==> src/rtl/johnson_phase_decoder_pkg.sv <==
// Shared types and helpers for the Johnson phase decoder slice.
//   state_t : tracking FSM states
//   pw(n)   : phase index width for an n-bit Johnson code (2n phases)
package johnson_phase_decoder_pkg;

    typedef enum logic [1:0] {
        ACQ    = 2'd0,
        TRACK  = 2'd1,
        LOCKED = 2'd2,
        RESYNC = 2'd3
    } state_t;

    function automatic int pw(input int n);
        return $clog2(2 * n);
    endfunction

endpackage

==> src/rtl/johnson_code_decode.sv <==
// Combinational Johnson code decoder, usable by any Johnson counter consumer.
// Ports:
//   code_i  [N-1:0]  Johnson code
//   legal_o          code is one of the 2N legal Johnson states
//   phase_o [PW-1:0] decoded phase (0 when illegal)
module johnson_code_decode
    import johnson_phase_decoder_pkg::*;
#(
    parameter int N = 4
) (
    input  logic [N-1:0]      code_i,
    output logic              legal_o,
    output logic [pw(N)-1:0]  phase_o
);

    localparam int PW = pw(N);

    // k ones packed into the MSBs
    function automatic logic [N-1:0] upper_ones(input int k);
        logic [N-1:0] v;
        v = '0;
        for (int i = 0; i < N; i++) begin
            if (i >= N - k) v[i] = 1'b1;
        end
        return v;
    endfunction

    // m ones packed into the LSBs
    function automatic logic [N-1:0] lower_ones(input int m);
        logic [N-1:0] v;
        v = '0;
        for (int i = 0; i < N; i++) begin
            if (i < m) v[i] = 1'b1;
        end
        return v;
    endfunction

    always_comb begin
        legal_o = 1'b0;
        phase_o = '0;
        // Filling half of the ring: phases 0..N
        for (int k = 0; k <= N; k++) begin
            if (code_i == upper_ones(k)) begin
                legal_o = 1'b1;
                phase_o = PW'(k);
            end
        end
        // Draining half of the ring: phases N+1..2N-1
        for (int m = 1; m < N; m++) begin
            if (code_i == lower_ones(m)) begin
                legal_o = 1'b1;
                phase_o = PW'(2 * N - m);
            end
        end
    end

endmodule

==> src/rtl/johnson_phase_decoder.sv <==
// Johnson phase decoder: decodes sampled Johnson codes into a phase index and
// one-hot strobe, checks legality and successor order, tracks lock, counts
// errors and completed rings, and requests a counter resync on loss of lock.
// Ports:
//   clk, rst          clock, synchronous active-high reset
//   en_i              sample code_in_i this cycle
//   code_in_i [N]     Johnson code from the counter
//   phase_idx_o       decoded phase (holds on illegal code)
//   phase_onehot_o    one-hot of phase, zero on illegal code
//   code_ok_o         last sample was legal
//   step_err_o        one-cycle pulse on illegal code or wrong successor
//   locked_o          FSM is in LOCKED
//   err_cnt_o         saturating step_err count
//   cycle_cnt_o       wrapping count of 2N-1 -> 0 steps while LOCKED
//   resync_o          counter reset request, held RESYNC_LEN cycles
//
// state  | meaning
// ACQ    | waiting for any legal code to seed the previous phase
// TRACK  | counting consecutive good steps toward lock
// LOCKED | locked; consecutive bad samples counted toward resync
// RESYNC | resync_o high for RESYNC_LEN cycles, inputs ignored
module johnson_phase_decoder
    import johnson_phase_decoder_pkg::*;
#(
    parameter int N          = 4,
    parameter int LOCK_TH    = 4,
    parameter int MISS_TH    = 2,
    parameter int RESYNC_LEN = 2,
    parameter int ERR_W      = 8,
    parameter int CYC_W      = 16
) (
    input  logic               clk,
    input  logic               rst,
    input  logic               en_i,
    input  logic [N-1:0]       code_in_i,
    output logic [pw(N)-1:0]   phase_idx_o,
    output logic [2*N-1:0]     phase_onehot_o,
    output logic               code_ok_o,
    output logic               step_err_o,
    output logic               locked_o,
    output logic [ERR_W-1:0]   err_cnt_o,
    output logic [CYC_W-1:0]   cycle_cnt_o,
    output logic               resync_o
);

    localparam int PW = pw(N);
    localparam int P  = 2 * N;
    localparam int GW = $clog2(LOCK_TH + 1);
    localparam int MW = $clog2(MISS_TH + 1);
    localparam int RW = $clog2(RESYNC_LEN + 1);

    localparam logic [GW-1:0] LOCK_TH_C = GW'(LOCK_TH);
    localparam logic [MW-1:0] MISS_TH_C = MW'(MISS_TH);
    localparam logic [RW-1:0] RS_LOAD_C = RW'(RESYNC_LEN - 1);
    localparam logic [PW-1:0] LAST_PH_C = PW'(P - 1);
    localparam logic [P-1:0]  ONE_C     = P'(1);

    logic              dec_legal;
    logic [PW-1:0]     dec_phase;

    state_t            state_q, state_d;
    logic [PW-1:0]     prev_q, prev_d;
    logic [GW-1:0]     good_q, good_d;
    logic [MW-1:0]     miss_q, miss_d;
    logic [RW-1:0]     rs_q, rs_d;
    logic [PW-1:0]     idx_q, idx_d;
    logic [P-1:0]      onehot_q, onehot_d;
    logic              ok_q, ok_d;
    logic              step_q, step_d;
    logic              locked_q, locked_d;
    logic              resync_q, resync_d;
    logic [ERR_W-1:0]  err_q, err_d;
    logic [CYC_W-1:0]  cyc_q, cyc_d;

    logic [PW-1:0]     succ;
    logic              good_step;
    logic [GW-1:0]     good_inc;
    logic [MW-1:0]     miss_inc;

    johnson_code_decode #(.N(N)) u_dec (
        .code_i  (code_in_i),
        .legal_o (dec_legal),
        .phase_o (dec_phase)
    );

    always_comb begin
        state_d  = state_q;
        prev_d   = prev_q;
        good_d   = good_q;
        miss_d   = miss_q;
        rs_d     = rs_q;
        idx_d    = idx_q;
        onehot_d = onehot_q;
        ok_d     = ok_q;
        step_d   = 1'b0;
        err_d    = err_q;
        cyc_d    = cyc_q;

        succ      = (prev_q == LAST_PH_C) ? '0 : prev_q + 1'b1;
        good_step = dec_legal && (dec_phase == succ);
        good_inc  = good_q + 1'b1;
        miss_inc  = miss_q + 1'b1;

        if (state_q == RESYNC) begin
            // rs_q is a down-counter; terminal count ends the request
            if (rs_q == '0) begin
                state_d = ACQ;
                good_d  = '0;
                miss_d  = '0;
            end else begin
                rs_d = rs_q - 1'b1;
            end
        end else if (en_i) begin
            ok_d = dec_legal;
            if (dec_legal) begin
                idx_d    = dec_phase;
                onehot_d = ONE_C << dec_phase;
            end else begin
                onehot_d = '0;
            end

            case (state_q)
                ACQ: begin
                    if (dec_legal) begin
                        prev_d  = dec_phase;
                        good_d  = '0;
                        state_d = TRACK;
                    end
                end
                TRACK: begin
                    if (!dec_legal) begin
                        step_d  = 1'b1;
                        state_d = ACQ;
                    end else if (good_step) begin
                        prev_d = dec_phase;
                        good_d = good_inc;
                        if (good_inc == LOCK_TH_C) begin
                            state_d = LOCKED;
                            miss_d  = '0;
                        end
                    end else begin
                        step_d = 1'b1;
                        prev_d = dec_phase;
                        good_d = '0;
                    end
                end
                LOCKED: begin
                    // Once locked, any legal code becomes the reference phase
                    if (dec_legal) prev_d = dec_phase;
                    if (good_step) begin
                        miss_d = '0;
                        if (prev_q == LAST_PH_C) cyc_d = cyc_q + 1'b1;
                    end else begin
                        step_d = 1'b1;
                        miss_d = miss_inc;
                        if (miss_inc == MISS_TH_C) begin
                            state_d = RESYNC;
                            rs_d    = RS_LOAD_C;
                        end
                    end
                end
                default: ;
            endcase
        end

        if (step_d && (err_q != {ERR_W{1'b1}})) err_d = err_q + 1'b1;

        locked_d = (state_d == LOCKED);
        resync_d = (state_d == RESYNC);
    end

    always_ff @(posedge clk) begin
        if (rst) begin
            state_q  <= ACQ;
            prev_q   <= '0;
            good_q   <= '0;
            miss_q   <= '0;
            rs_q     <= '0;
            idx_q    <= '0;
            onehot_q <= '0;
            ok_q     <= 1'b0;
            step_q   <= 1'b0;
            locked_q <= 1'b0;
            resync_q <= 1'b0;
            err_q    <= '0;
            cyc_q    <= '0;
        end else begin
            state_q  <= state_d;
            prev_q   <= prev_d;
            good_q   <= good_d;
            miss_q   <= miss_d;
            rs_q     <= rs_d;
            idx_q    <= idx_d;
            onehot_q <= onehot_d;
            ok_q     <= ok_d;
            step_q   <= step_d;
            locked_q <= locked_d;
            resync_q <= resync_d;
            err_q    <= err_d;
            cyc_q    <= cyc_d;
        end
    end

    assign phase_idx_o    = idx_q;
    assign phase_onehot_o = onehot_q;
    assign code_ok_o      = ok_q;
    assign step_err_o     = step_q;
    assign locked_o       = locked_q;
    assign resync_o       = resync_q;
    assign err_cnt_o      = err_q;
    assign cycle_cnt_o    = cyc_q;

endmodule

==> config.mk <==
export PLATFORM = sky130hd
export DESIGN_NAME = johnson_phase_decoder
export DESIGN_NICKNAME = d
export VERILOG_FILES = /design/src/rtl/johnson_phase_decoder_pkg.sv /design/src/rtl/johnson_code_decode.sv /design/src/rtl/johnson_phase_decoder.sv
export SDC_FILE = /design/constraint.sdc
export NUM_CORES = 1
export LEC_CHECK = 0
export ABC_AREA = 1
export CELL_PAD_IN_SITES_DETAIL_PLACEMENT = 1
export CELL_PAD_IN_SITES_GLOBAL_PLACEMENT = 1
export CORE_MARGIN = 2
export CORE_UTILIZATION = 43
export CTS_BUF_LIST = sky130_fd_sc_hd__clkbuf_4
export DETAILED_ROUTE_END_ITERATION = 7
export PLACE_DENSITY = 0.93
export SLEW_MARGIN = 20
export SYNTH_ARGS = -nofsm -noshare
export SYNTH_HDL_FRONTEND = slang
export SYNTH_SLANG_ARGS = --single-unit
==> constraint.sdc <==
create_clock -name clk -period 2.8 [get_ports clk]
set_input_delay 0.28 -clock clk [delete_from_list [all_inputs] [get_ports clk]]
set_output_delay 0.28 -clock clk [all_outputs]
set_load 0.01 [all_outputs]
Yosys cells after proc, flatten, opt, wreduce, memory -nomap -nowiden. Cells that the tools add are included.

Memory bits (read-only): 0. Bits of input ports: 7. RAM bits: 0. Memories: 0. Register bits after elaboration: 51. Word-level logic and storage cells: 116. Output and inout bits: 39. Bits in latches: 0.

$mul: 0. Eq/ne operators: 24. Div/mod/pow operators: 0. Shifts and indexed selects: 1. Bitwise gates (word level): 1. Reduce and logical (&&, ||, !) cells: 18. Magnitude comparators: 0. Add/sub/neg operators: 6. Muxes and demuxes: 53.

Operators with widths (number): 2-to-1 mux 2 bit (24); 2-to-1 mux 3 bit (11); adder 16 x 1 -> 16 bit (second input constant) (1); == test 4 bit (second input constant) (4); AND reduction 5 bit (3); 2-to-1 mux 1 bit (13); != test 3 bit (second input constant) (4); == test 2 bit (second input constant) (5); adder 8 x 1 -> 8 bit (second input constant) (1); 2-to-1 mux 8 bit (1); != test 8 bit (second input constant) (1); << shifter 1 x 3 -> 8 bit (first input constant) (1); adder 3 x 1 -> 3 bit (second input constant) (2); == test 3 bit (second input constant) (2); one-hot mux 2 bit (3 select lines) (1); one-hot mux 3 bit (2 select lines) (1); AND reduction 6 bit (1); nonzero test 2 bit (3); nonzero test 3 bit (2); == test 4 x 1 -> 1 bit (second input constant) (1); == test 4 x 2 -> 1 bit (second input constant) (1); == test 4 x 3 -> 1 bit (second input constant) (1); logical NOT 2 bit (2); logical NOT 4 bit (1); other kinds (14) (16).

Logic depth before layout (Yosys ltp). Gate-level depths: netlist (run 1).

Word-level depth: 16. Gate-level depth with buffers: 15. Gate-level depth less buffers: 14.

By module. Synthesis (run 1) repeated with hierarchy kept, for this count alone.

Cells, all modules: 414. Area, all modules: 2855.2 sq um.

Modules (own cells, without submodules): johnson_phase_decoder (area each 2771.4 sq um, seq. area each 1021.0 sq um, times used 1, cells each 394); johnson_code_decode (area each 83.8 sq um, seq. area each 0.0 sq um, times used 1, cells each 20).

Worst setup path before layout (run 1). Ideal clock, no wire load.

Kind: register to register. From: reg state_q[0]. To: reg err_q[1], in the netlist err_cnt_o[1]. Library setup time: 0.120 ns. Period minus slack after synthesis: 1.885 ns. Stages on the path, launching flop included: 9. Buffers on the path: 1. Required time: 2.680 ns. Data arrival time: 1.765 ns. Setup slack: 0.915 ns. Cell sequence: dfxtp_1 -> ha_1 -> clkbuf_1 -> nor2_4 -> nand2_1 -> a21oi_1 -> nand3_4 -> o21ai_0 -> a21oi_1.

Longest elaborated chain between the ends: 5. Elaborated cells between the ends (all ways): 7. Those cells by class: eq/ne: 3; mux: 3; reduce/logical: 1.

RTL lines: start, declared (RTL line johnson_phase_decoder.sv:61) `state_t state_q, state_d;`; start signal, assigned (RTL line johnson_phase_decoder.sv:188) `state_q <= state_d;`; == test 2 bit or == test 2 x 1 -> 1 bit (tied branches) (RTL line johnson_phase_decoder.sv:122) `case (state_q)`; one-hot mux 1 bit (2 select lines) (RTL line johnson_phase_decoder.sv:122); 2-to-1 mux 1 bit (RTL line johnson_phase_decoder.sv:113) `end else if (en_i) begin`; 2-to-1 mux 1 bit (*) (RTL line johnson_phase_decoder.sv:104) `if (state_q == RESYNC) begin`; logical AND 1 bit (*) (RTL line johnson_phase_decoder.sv:166) `if (step_d && (err_q != {ERR_W{1'b1}})) err_d = err_q + 1'b1;`; end signal, assigned (RTL line johnson_phase_decoder.sv:199) `err_q <= err_d;`; end, declared (RTL line johnson_phase_decoder.sv:72) `logic [ERR_W-1:0] err_q, err_d;`.

Every way passes the cells marked *; elsewhere a longest branch is shown, timed or not. A chain may end at the register's enable or synchronous reset.

Worst setup path in the final report (run 1).
From: reg state_q[1]. To: reg good_q[0].

Longest elaborated chain between the ends: 4. Elaborated cells between the ends (all ways): 12. Those cells by class: eq/ne: 5; mux: 3; reduce/logical: 4.

RTL lines: == test 2 x 1 -> 1 bit or logical NOT 2 bit (tied branches) (RTL line johnson_phase_decoder.sv:122); one-hot mux 3 bit (2 select lines) (RTL line johnson_phase_decoder.sv:122); 2-to-1 mux 3 bit (RTL line johnson_phase_decoder.sv:113); 2-to-1 mux 3 bit (RTL line johnson_phase_decoder.sv:104); end signal, assigned (RTL line johnson_phase_decoder.sv:190) `good_q <= good_d;`; end, declared (RTL line johnson_phase_decoder.sv:63) `logic [GW-1:0] good_q, good_d;`.

Several ways; a longest one is shown, not always the timed one. The select of a mux whose other input is x is not followed.

==> flow_metrics.tcl, run 1 <==
set metrics [dict create \
    yosysWarningCount 0 \
    antenna_cells 0 \
    r2r-start "state_q[1]$_SDFF_PP0_" \
    ant_nets 0 \
    ys_ff_latch 51 \
    combPwrFrac_pct 17.7 \
    placed_cell_area_sq_um 3360 \
    synth_edf_count 0 \
    tightest_slew_ps 810 \
    drive_above_1_share_pct 6.92 \
    syn_inst 398 \
    antenna_found_initial 0 \
    hold_class "reg2reg" \
    dp_slack_ps 257 \
    cts_setup_buffers 0 \
    rsz0062_at_grt "no" \
    critPathKind "reg2reg" \
    fmax_mhz 441 \
    layout_setup_ws_ps 531 \
    grt_pass1_vias 2938 \
    final_max_slew_viol_count 0 \
    n_fill_cell 849 \
    use_met1_pct 27.3 \
    finalSetupViolations 0 \
    p_sw_share_pct 31.9 \
    clk_path_buf_depth 2 \
    r2r_end "good_q[0]$_SDFFE_PP0P_" \
    avgSynthCellArea_sq_um 7.06 \
    power.leakage_nw 1.39 \
    htreeDepth 2 \
    synth_top_family_by_area "simple AND/OR/NAND/NOR gates" \
    dr.pass1.iters 4 \
    end_kind "flip-flop" \
    track_usage_pct 23.1 \
    final_area_sq_um 3420 \
    relSlewSlack_pct 46.0 \
    clock_latency_ps 400 \
    synth.cell_area_sq_um 2810 \
    synth-seq-area-share_pct 36.3 \
    via_count 2778 \
    synth-main-ff-cell "dfxtp_1" \
    num_rows 29 \
    seq_area_sq_um 1020 \
    p_seq_share_pct 55.1 \
    critPathRequiredTime_ps 3100 \
    synth.net_count 419 \
    coreArea_sq_um 6350 \
    ioPinCount 46 \
    layout_commonest_cell "nand2_1" \
    dp_hpwl_um 6100 \
    synthMuxAreaShare_pct 0 \
    synth_compound_area_share_pct 13.1 \
    arrival_ps 2570 \
    syn_to_final_growth_pct 21.7 \
    routed_via_density 5.29 \
    max-cap-violations 0 \
    cts.repair.resized 0 \
    fin_skew_ps 24.9 \
    clock_power_share_pct 27.2 \
    initialDrtViolationCount 109 \
    synth_xor_xnor_area_share_pct 4.67 \
    startpoint_type "flip-flop" \
    cts.clk_slew.worst_paths_ps 180 \
    finalWirelength_um 8090 \
    synthAdderAreaFrac_pct 6.23 \
    async_flop_share_pct 0 \
    p_switching_mw 0.444 \
    r2r_slack_ps 530 \
    gp_congestion 0.866 \
    multi_input_area_sq_um 1560 \
    p_per_area_nw_per_um2 407 \
    met3_usage_pct 4.18 \
    r2r_cells 8 \
    grt_pass1_wl_um 13600 \
    grt_max_degree 26 \
    hp-start "phase_onehot_o[4]$_SDFFE_PP0P_" \
    die-area_sq_um 7200 \
    path_max_fanout 8 \
    grt_overflow_total 0 \
    layout_common_cells "nand2_1 (77), dfxtp_1 (51), inv_1 (47)" \
    ir_drop_mv 0.215 \
    cts-hold-fix-buffers 0 \
    crit_end "good_q[0]$_SDFFE_PP0P_" \
    start_util_pct 44.3 \
    crit_start "state_q[1]$_SDFF_PP0_" \
    grt_use_met2_pct 42.4 \
    fin_setup_tns_ps 0 \
    die_w_um 84.9 \
    finalCritPeriodShare_pct 81.0 \
    yosysUniqueCellTypes 34 \
    avgRoutedWirePerCell_um 15.4 \
    finalCriticalPeriod_ps 2270 \
    gr-max-usage-layer "met2" \
    hold_viol_final 0 \
    cts.sinks 51 \
    portBuffers 45 \
    cts_buffers 5 \
    internal-power_mw 0.949 \
    cts-root-buf "clkbuf_4" \
    status "completed" \
    layout.nets 468 \
    synthSimpleGateAreaFrac_pct 31.3 \
    die_h_um 84.9 \
    drc 0 \
    cts_tree "yes" \
]
[per-layer routing]
metal,wire (um),share of wire (%)
met4,141,1.7
met1,3610,45
met5,0,0
met3,222,2.7
met2,4120,51
[power groups by stage]
stage,logic (mW),clock network (mW),registers [mW]
detailed placement,0.244,0,0.782
floorplan,0.148,0,0.785
finish,0.247,0.379,0.768
global route,0.273,0.416,0.771
CTS,0.247,0.387,0.767
global placement,0.230,0,0.781
[final cells by class]
| cell class | count | area share [%] |
|---|---|---|
| Multi-Input combinational cell | 287 | 45.4 |
| Sequential cell | 51 | 29.8 |
| Timing Repair Buffer | 50 | 14.3 |
| Inverter | 52 | 5.78 |
| Tap cell | 77 | 2.82 |
| Clock buffer | 5 | 1.10 |
| Clock inverter | 3 | 0.768 |
[state kept, by name, summed over array words and instances (netlist names)]
signal          count
code_ok_o           1
cycle_cnt_o        16
err_cnt_o           8
good_q              3
locked_o            1
miss_q              2
phase_idx_o         3
phase_onehot_o      8
prev_q              3
resync_o            1
rs_q                2
state_q             2
step_err_o          1
[logic make-up after synthesis]
kind of cell,Yosys count
fa+ha+maj,14
buf+inv,60
simple gates,187
xor+xnor,15
flops,51
compound gates,71
[Yosys cell counts, types with 3 or more instances]
library cell | count | area [sq um]
a21oi_1 | 42 | 210
clkbuf_1 | 7 | 26.3
dfxtp_1 | 51 | 1020
ha_1 | 14 | 175
inv_1 | 47 | 176
inv_2 | 3 | 11.3
nand2_1 | 77 | 289
nand2_2 | 6 | 37.5
nand2b_1 | 4 | 25.0
nand3_1 | 20 | 100
nand3b_1 | 3 | 22.5
nand4_1 | 12 | 75.1
nor2_1 | 41 | 154
nor3_1 | 12 | 60.1
o21ai_0 | 22 | 110
xnor2_1 | 5 | 43.8
xor2_1 | 10 | 87.6
[how the worst min path moves through the flow]
stage | to | slack, ps | cells after the start
detailed placement | phase_onehot_o[4]$_SDFFE_PP0P_ | 470 | 2
global route | phase_onehot_o[4]$_SDFFE_PP0P_ | 520 | 2
finish | phase_onehot_o[4]$_SDFFE_PP0P_ | 490 | 2
global placement | rs_q[1]$_SDFFE_PP0P_ | 450 | 2
CTS | phase_onehot_o[4]$_SDFFE_PP0P_ | 500 | 2
floorplan | rs_q[1]$_SDFFE_PP0P_ | 440 | 2
[worst max-delay path: stages (launching register included)]
cell	delay, ps
dfxtp_1	490
ha_1	410
inv_1	180
nand3_1	120
o21ai_0	150
nor3_1	390
inv_1	160
o21ai_0	220
a21oi_1	60
[through the flow]
step / util [%] / hold slack, ps / std cells / total power [mW]
after floorplan: - / 441 / 398 / 0.933
after global placement: 52.9 / 452 / 517 / 1.01
final: 53.9 / 492 / 525 / 1.39
after global routing: 53.9 / 518 / 525 / 1.46
after detailed placement: 52.9 / 468 / 517 / 1.03
after CTS: 53.9 / 496 / 525 / 1.40
(Power assumes the default switching activity.)
==> inputs of run 2 (changes only) <==
- CORE_UTILIZATION: 43 -> 36
- PLACE_DENSITY: 0.93 -> 0.84
- clock period: 2.8 -> 1.8 ns (I/O delays scaled with it)
==> flow_metrics.tcl, run 2 (synthesized netlist as in run 1, its figures left out) <==
set metrics [dict create \
    critPathRequiredTime_ps 2110 \
    wl_met2_um 4990 \
    crit_chain "ha_4 -> ha_4 -> nand3b_1 -> nand2_1 -> nand3_2 -> buf_4 -> o21bai_1 -> nand2_1 -> nand2_2 -> nand3_1 -> nand2_1 -> nor2_1" \
    top_layer "met4" \
    crit_top_cell "nand2_1" \
    path_max_fanout 4 \
    via_count 3034 \
    antenna_found_initial 0 \
    tightest_slew_ps 473 \
    crit_buf_inv 1 \
    cp_slowest_cell "dfxtp_2" \
    violations "negative setup slack" \
    num_rows 32 \
    dp_slack_ps -480 \
    hold_class "in2reg" \
    final_max_slew_viol_count 0 \
    critPathKind "reg2reg" \
    wl_met3_um 228 \
    hold_viol_final 0 \
    ant_nets 0 \
    fmax_mhz 498 \
    die_w_um 92.4 \
    layout_setup_ws_ps -207 \
    coreArea_sq_um 7650 \
    drive_above_1_share_pct 24.1 \
    start_util_pct 36.8 \
    layout_commonest_cell "nand2_1" \
    max_stage_delay_ps 370 \
    wl_met1_um 3860 \
    p_per_area_nw_per_um2 597 \
    track_usage_pct 21.1 \
    finalSetupViolations 32 \
    portBuffers 45 \
    crit_family "simple AND/OR/NAND/NOR gates" \
    avgRoutedWirePerCell_um 15.6 \
    grt_overflow_total 0 \
    grt_pass1_vias 3220 \
    finalWirelength_um 9320 \
    htreeDepth 2 \
    gp_congestion 0.901 \
    routed_via_density 5.09 \
    cts-root-buf "clkbuf_4" \
    die_h_um 92.4 \
    die-area_sq_um 8530 \
    dr.pass1.iters 4 \
    grt_max_degree 26 \
    antenna_cells 0 \
    clk_path_buf_depth 2 \
    cts_tree "yes" \
    layout_common_cells "nand2_1 (65), dfxtp_1 (47), inv_1 (46), buf_4 (46), clkdlybuf4s50_1 (41)" \
    fin_setup_tns_ps -2380 \
    ir_drop_mv 0.279 \
    ioPinCount 46 \
    end_kind "flip-flop" \
    placed_cell_area_sq_um 3710 \
    n_fill_cell 973 \
    clock_latency_ps 390 \
    status "complete, but fails checks" \
    cts.sinks 51 \
    drc 0 \
    seq_area_sq_um 1030 \
    finalCriticalPeriod_ps 2010 \
    startpoint_type "flip-flop" \
    dp_hpwl_um 6480 \
    largest_reg_flops 16 \
    syn_to_final_growth_pct 44.0 \
    layout.nets 514 \
    finalCritPeriodShare_pct 111 \
    power.leakage_nw 1.71 \
    max-cap-violations 0 \
    rsz0062_at_grt "yes" \
    fin_skew_ps 30.3 \
    cts.clk_slew.worst_paths_ps 170 \
    arrival_ps 2310 \
    initialDrtViolationCount 101 \
    relSlewSlack_pct 68.2 \
    grt_pass1_wl_um 14700 \
    cts_buffers 5 \
    multi_input_area_sq_um 1780 \
    final_area_sq_um 4050 \
    power_mw 2.42 \
]
[run 2: cell type report]
cell class | count | share of cell area [%]
Multi-Input combinational cell | 288 | 44.0
Sequential cell | 51 | 25.3
Timing Repair Buffer | 94 | 20.4
Inverter | 52 | 5.07
Tap cell | 102 | 3.15
Clock inverter | 3 | 1.05
Clock buffer | 5 | 0.927
Timing Repair inverter | 1 | 0.0927
[run 2: tightest hold or removal path, stage by stage]
cell           delay (ps)
dlygate4sd2_1         290
nor2_2                 70
nand2_2                80
buf_4                 110
a21oi_1                40
[run 2: path summary, 6_finish.rpt]
| check | from | endpoint | slack (ps) | cells past startpoint |
|---|---|---|---|---|
| setup reg to reg | prev_q[0]$_SDFFE_PP0P_ | miss_q[0]$_SDFFE_PP0P_ | -210 | 12 |
| setup / recovery | prev_q[0]$_SDFFE_PP0P_ | miss_q[0]$_SDFFE_PP0P_ | -210 | 12 |
| hold / removal | code_in_i[1] | phase_onehot_o[7]$_SDFFE_PP0P_ | 420 | 5 |
| hold reg to reg | rs_q[1]$_SDFFE_PP0P_ | rs_q[1]$_SDFFE_PP0P_ | 500 | 2 |
[run 2: timing repair]
item | CTS | global route
setup endpoints to repair | 37 | 37
hold buffers | 0 | 0
gates cloned | 1 | 1
gates resized for setup | 45 | 24
setup buffers | 1 | 1
pin swaps | 4 | 3
[run 2: per-layer routing]
| metal | global-route usage, % | vias up |
|---|---|---|
| met5 | 0 | - |
| li1 | - | 1497 |
| met3 | 3.42 | 17 |
| met1 | 23.5 | 1467 |
| met4 | 6.22 | 0 |
| met2 | 40.8 | 53 |
[run 2: power breakdown]
group / switching, mW / total (mW) / internal (mW) / leakage (nW)
Sequential: 0.0290 / 1.20 / 1.17 / 0.415
Clock: 0.409 / 0.702 / 0.294 / 0.0432
Combinational: 0.294 / 0.517 / 0.223 / 1.25
Total: 0.731 / 2.42 / 1.68 / 1.71
[run 2: through the flow]
stage	util, %	std cells	hold slack [ps]
2_1_floorplan	-	398	360
3_3_place_gp	48.5	584	450
3_5_place_dp	48.5	584	476
4_1_cts	51.6	594	419
5_1_grt	52.9	596	454
6_report	52.9	596	420
